<file path="config.mk">
export PLATFORM = sky130hd
export DESIGN_NAME = wb_master_port
export DESIGN_NICKNAME = d
export VERILOG_FILES = /design/src/rtl/wb_master_port.sv
export SDC_FILE = /design/constraint.sdc
export NUM_CORES = 1
export LEC_CHECK = 0
export CAP_MARGIN = 20
export CORE_ASPECT_RATIO = 0.75
export CORE_MARGIN = 5
export CORE_UTILIZATION = 32
export CTS_BUF_LIST = sky130_fd_sc_hd__clkbuf_4 sky130_fd_sc_hd__clkbuf_8 sky130_fd_sc_hd__clkbuf_16
export DETAILED_ROUTE_END_ITERATION = 10
export DONT_BUFFER_PORTS = 1
export REMOVE_ABC_BUFFERS = 1
export SLEW_MARGIN = 0
export SYNTH_ARGS = -nofsm -noshare
export SYNTH_HDL_FRONTEND = slang
export SYNTH_SLANG_ARGS = --single-unit
</file>
<file path="constraint.sdc">
create_clock -name clk -period 3.5 [get_ports clk]
set_input_delay 0.35 -clock clk [delete_from_list [all_inputs] [get_ports clk]]
set_output_delay 0.35 -clock clk [all_outputs]
set_load 0.03 [all_outputs]
</file>
<file path="src/rtl/wb_master_port.sv">
// ============================================================================
// Module : wb_master_port
// Brief  : Wishbone classic single-transfer master behind a valid/ready
//          request port. Optional bus timeout via WB_MASTER_TIMEOUT_EN.
// Rev    : 1.0  initial release
// ============================================================================
`default_nettype none

module wb_master_port #(
   parameter int unsigned TIMEOUT_CYCLES = 255
) (
   input  logic        clk,
   input  logic        rst,
   input  logic        req_valid,
   output logic        req_ready,
   input  logic [31:0] req_addr,
   input  logic        req_we,
   input  logic [31:0] req_wdata,
   input  logic [3:0]  req_sel,
   output logic        rsp_valid,
   output logic [31:0] rsp_rdata,
   output logic        rsp_err,
   output logic [31:0] wbm_adr_o,
   output logic [31:0] wbm_dat_o,
   input  logic [31:0] wbm_dat_i,
   output logic        wbm_we_o,
   output logic [3:0]  wbm_sel_o,
   output logic        wbm_cyc_o,
   output logic        wbm_stb_o,
   input  logic        wbm_ack_i,
   input  logic        wbm_err_i
);

   typedef enum logic [1:0] {
      S_IDLE = 2'd0,
      S_BUS  = 2'd1,
      S_RESP = 2'd2
   } state_t;

   state_t      r_state;
   logic        r_req_ready;
   logic        r_rsp_valid;
   logic [31:0] r_rsp_rdata;
   logic        r_rsp_err;
   logic [31:0] r_adr;
   logic [31:0] r_dat;
   logic        r_we;
   logic [3:0]  r_sel;
   logic        r_cyc;
   logic        w_timeout;
   logic        w_bus_end;

`ifdef WB_MASTER_TIMEOUT_EN
   localparam int c_CNT_W = (TIMEOUT_CYCLES > 255) ? $clog2(TIMEOUT_CYCLES + 1) : 8;
   localparam logic [c_CNT_W-1:0] c_CNT_LAST = c_CNT_W'(TIMEOUT_CYCLES - 1);

   logic [c_CNT_W-1:0] r_cnt;

   // Counter is zero on the first BUS cycle and advances once per BUS cycle.
   always_ff @(posedge clk or posedge rst) begin
      if (rst) begin
         r_cnt <= '0;
      end else if (r_state == S_BUS) begin
         r_cnt <= r_cnt + 1'b1;
      end else begin
         r_cnt <= '0;
      end
   end

   assign w_timeout = (r_state == S_BUS) && (r_cnt == c_CNT_LAST);
`else
   assign w_timeout = 1'b0;
`endif

   assign w_bus_end = wbm_ack_i | wbm_err_i | w_timeout;

   always_ff @(posedge clk or posedge rst) begin
      if (rst) begin
         r_state     <= S_IDLE;
         r_req_ready <= 1'b1;
         r_rsp_valid <= 1'b0;
         r_rsp_rdata <= 32'd0;
         r_rsp_err   <= 1'b0;
         r_adr       <= 32'd0;
         r_dat       <= 32'd0;
         r_we        <= 1'b0;
         r_sel       <= 4'd0;
         r_cyc       <= 1'b0;
      end else begin
         case (r_state)
            S_IDLE: begin
               if (req_valid) begin
                  r_adr       <= req_addr;
                  r_dat       <= req_wdata;
                  r_we        <= req_we;
                  r_sel       <= req_sel;
                  r_cyc       <= 1'b1;
                  r_req_ready <= 1'b0;
                  r_state     <= S_BUS;
               end
            end
            S_BUS: begin
               // A real ack on the timeout cycle still completes normally.
               if (w_bus_end) begin
                  r_cyc       <= 1'b0;
                  r_we        <= 1'b0;
                  r_rsp_valid <= 1'b1;
                  r_rsp_err   <= wbm_err_i | (~wbm_ack_i & w_timeout);
                  r_rsp_rdata <= (wbm_ack_i && !wbm_err_i && !r_we) ? wbm_dat_i : 32'd0;
                  r_state     <= S_RESP;
               end
            end
            S_RESP: begin
               r_rsp_valid <= 1'b0;
               r_rsp_err   <= 1'b0;
               r_req_ready <= 1'b1;
               r_state     <= S_IDLE;
            end
            default: begin
               r_cyc       <= 1'b0;
               r_we        <= 1'b0;
               r_rsp_valid <= 1'b0;
               r_rsp_err   <= 1'b0;
               r_req_ready <= 1'b1;
               r_state     <= S_IDLE;
            end
         endcase
      end
   end

   assign req_ready = r_req_ready;
   assign rsp_valid = r_rsp_valid;
   assign rsp_rdata = r_rsp_rdata;
   assign rsp_err   = r_rsp_err;
   assign wbm_adr_o = r_adr;
   assign wbm_dat_o = r_dat;
   assign wbm_we_o  = r_we;
   assign wbm_sel_o = r_sel;
   assign wbm_cyc_o = r_cyc;
   assign wbm_stb_o = r_cyc;

endmodule

`default_nettype wire

</file>
==> flow_metrics.tcl <==
set metrics [dict create \
    status "complete, no violations" \
    relSlewSlack_pct 45.2 \
    hpwlAfterDp_mm 6.13 \
    initial_utilization_pct 32.8 \
    first_global_vias 2215 \
    yosysTopAreaCellShare_pct 65.8 \
    holdBufCountCts 0 \
    area_growth_pct 11.5 \
    clk_pin_slew_ns 0.07 \
    cts_buffers 9 \
    fmax_mhz 483 \
    synthFlopType "dfrtp_1" \
    core_area_sq_um 12300 \
    cpPeakStageDelay_ns 0.62 \
    ys_seq_elements 107 \
    grt_usage_pct 11.0 \
    critPathTopFamily "simple AND/OR/NAND/NOR gates" \
    syn_inst 246 \
    yosysTopAreaCell "dfrtp_1" \
    antenna_found_initial 0 \
    yosysUniqueCellTypes 22 \
    peakVddDrop_v 0.000352 \
    die_h_um 107 \
    synth_area_sq_um 4030 \
    ctsResizeCount 0 \
    nets 353 \
    rsz0062_at_grt "no" \
    cp_num_buf_inv 1 \
    root_buffer "clkbuf_16" \
    cts_sinks 107 \
    vias_per_cell 4.94 \
    fp.dieArea_sq_um 15000 \
    worstSetupPathType "reg -> reg" \
    min_period_ns 2.07 \
    routed_wl_mm 8.50 \
    p_leak_nw 1.95 \
    hold_viol 0 \
    wl_per_cell_um 20.4 \
    synth_edf_count 0 \
    setup_viol 0 \
    grt-ovfl-total 0 \
    diodes 0 \
    clockBufferDepth 2 \
    power_w 0.00435 \
    critPathMaxFanout 43 \
    drv_cap 0 \
    vias 2059 \
    io_buffers 0 \
    ant_nets 0 \
    power.density_nw_per_um2 969 \
    cts_tree "built" \
    globalplace.congestion 0.722 \
    grt_first_pass_wirelength_mm 12.9 \
    hp-class "in -> reg" \
    place_inst 399 \
    postCtsSetupBuffers 0 \
    worst_setup_path_end_kind "register" \
    finalSetupTns_ns 0 \
    io_pins 212 \
    required_ns 3.72 \
    first_iter_violations 68 \
    first_pass_iters 4 \
    ys_async_sr_fraction_pct 100 \
    slowest_stage "nor2_4" \
    fin_cells 417 \
    reg2reg_slack_ns 1.43 \
    htree_num_levels 3 \
    cp_cell_sequence "nand2b_4 -> nor2_4 -> buf_12 -> mux2_2" \
    grt_max_degree 87 \
    synthTopCellsByArea "dfrtp_1 (66%), mux2_2 (19%), a22o_1 (7.0%)" \
    arrival_ns 2.29 \
    skew_ns 0.00719 \
    clk_latency_ns 0.34 \
    yosys_warnings 0 \
    tightest_slew_ns 0.820 \
    drc 0 \
    syn_avg_cell_area_sq_um 16.4 \
    cp-start-kind "register" \
    drive_gt1_share_pct 37.1 \
    drv_slew 0 \
    period_share_pct 59.2 \
    die_w_um 140 \
    rows 35 \
    nFillCells 1157 \
    synth_seq_area_share_pct 66.5 \
]
-- cells in the mapped netlist (2+ instances only) --
master    number
a22o_1        32
inv_1          3
nor2_1         4
buf_6          9
mux2_2        67
buf_2          6
nand2b_4       2
o21ai_0        3
dfrtp_1      106
nand3b_1       2
-- flip-flops by register name (all words and copies together), names as in the netlist --
signal,cells
rsp_rdata,32
wbm_adr_o,32
wbm_dat_o,32
wbm_sel_o,4
r_state,2
req_ready,1
rsp_err,1
rsp_valid,1
wbm_cyc_o,1
wbm_we_o,1
-- layout by cell type (no fill, tap or decap), drive strengths merged --
cell	instances
nor2b	1
inv	5
o32ai	1
dlygate4sd3	1
a31oi	1
and3b	1
mux2	68
or2	1
dfstp	1
clkinv	2
nand3b	2
nand2b	2
a22oi	1
a22o	32
clkinvlp	1
o21ai	3
buf	5
bufinv	1
dfrtp	106
nor2	5
nand2	1
clkbuf	9
nor4b	1
-- layout make-up --
class	count	area, sq um	area share (%)
clock buffers	9	225	5.01
clock inverters	6	65.1	1.45
inverters	3	13.8	0.306
multi-input cells	120	1200	26.7
flip-flops and latches	107	2680	59.6
well taps	166	208	4.62
repair buffers	6	100	2.23
-- path summary, 6_finish.rpt --
kind	from	end	cells past startpoint
worst max-delay path	r_state[1]	wbm_adr_o[0]	4
worst min-delay path	wbm_ack_i	r_state[0]	1
worst max register to register	r_state[1]	wbm_adr_o[0]	4
worst min register to register	r_state[1]	rsp_err	1
max in group asynchronous	rst	req_ready	4
min in group asynchronous	rst	rsp_rdata[21]	2
-- metrics by stage --
| step | cell area, sq um | worst slack [ns] | utilization, % | hold WS (ns) |
|---|---|---|---|---|
| 2_1_floorplan | 3890 | 0.334 | - | 0.459 |
| 3_3_place_gp | 4140 | 1.45 | 33.6 | 0.480 |
| 3_5_place_dp | 4140 | 1.39 | 33.6 | 0.479 |
| 4_1_cts | 4430 | 1.38 | 36.0 | 0.108 |
| 5_1_grt | 4490 | 1.30 | 36.5 | 0.111 |
| 6_report | 4490 | 1.43 | 36.5 | 0.127 |
-- layer usage --
layer	vias to the layer above	share of wire, %	GRT usage, %
li1	876	-	-
met1	1063	38	13.0
met2	113	49	16.9
met3	7	12	7.36
met4	0	0.98	2.42
met5	-	0	0
-- logic make-up (layout without fill, tap and decap cells) --
kind of cell | count (synthesis) | after routing | share of synthesized area [%]
buffers and inverters | 19 | 24 | 3.73
DFF | 107 | 107 | 66.5
and+or+nand+nor | 14 | 14 | 2.92
muxes | 68 | 68 | 19.0
AOI/OAI and AO/OA | 38 | 38 | 7.89
-- report_power, final --
| group | internal (W) | switching [W] |
|---|---|---|
| Sequential | 0.00163 | 0.00115 |
| Clock | 0.000553 | 0.000433 |
| Combinational | 0.000360 | 0.000221 |
| Total | 0.00255 | 0.00181 |
Note: power is estimated with default switching activity, not from simulation.
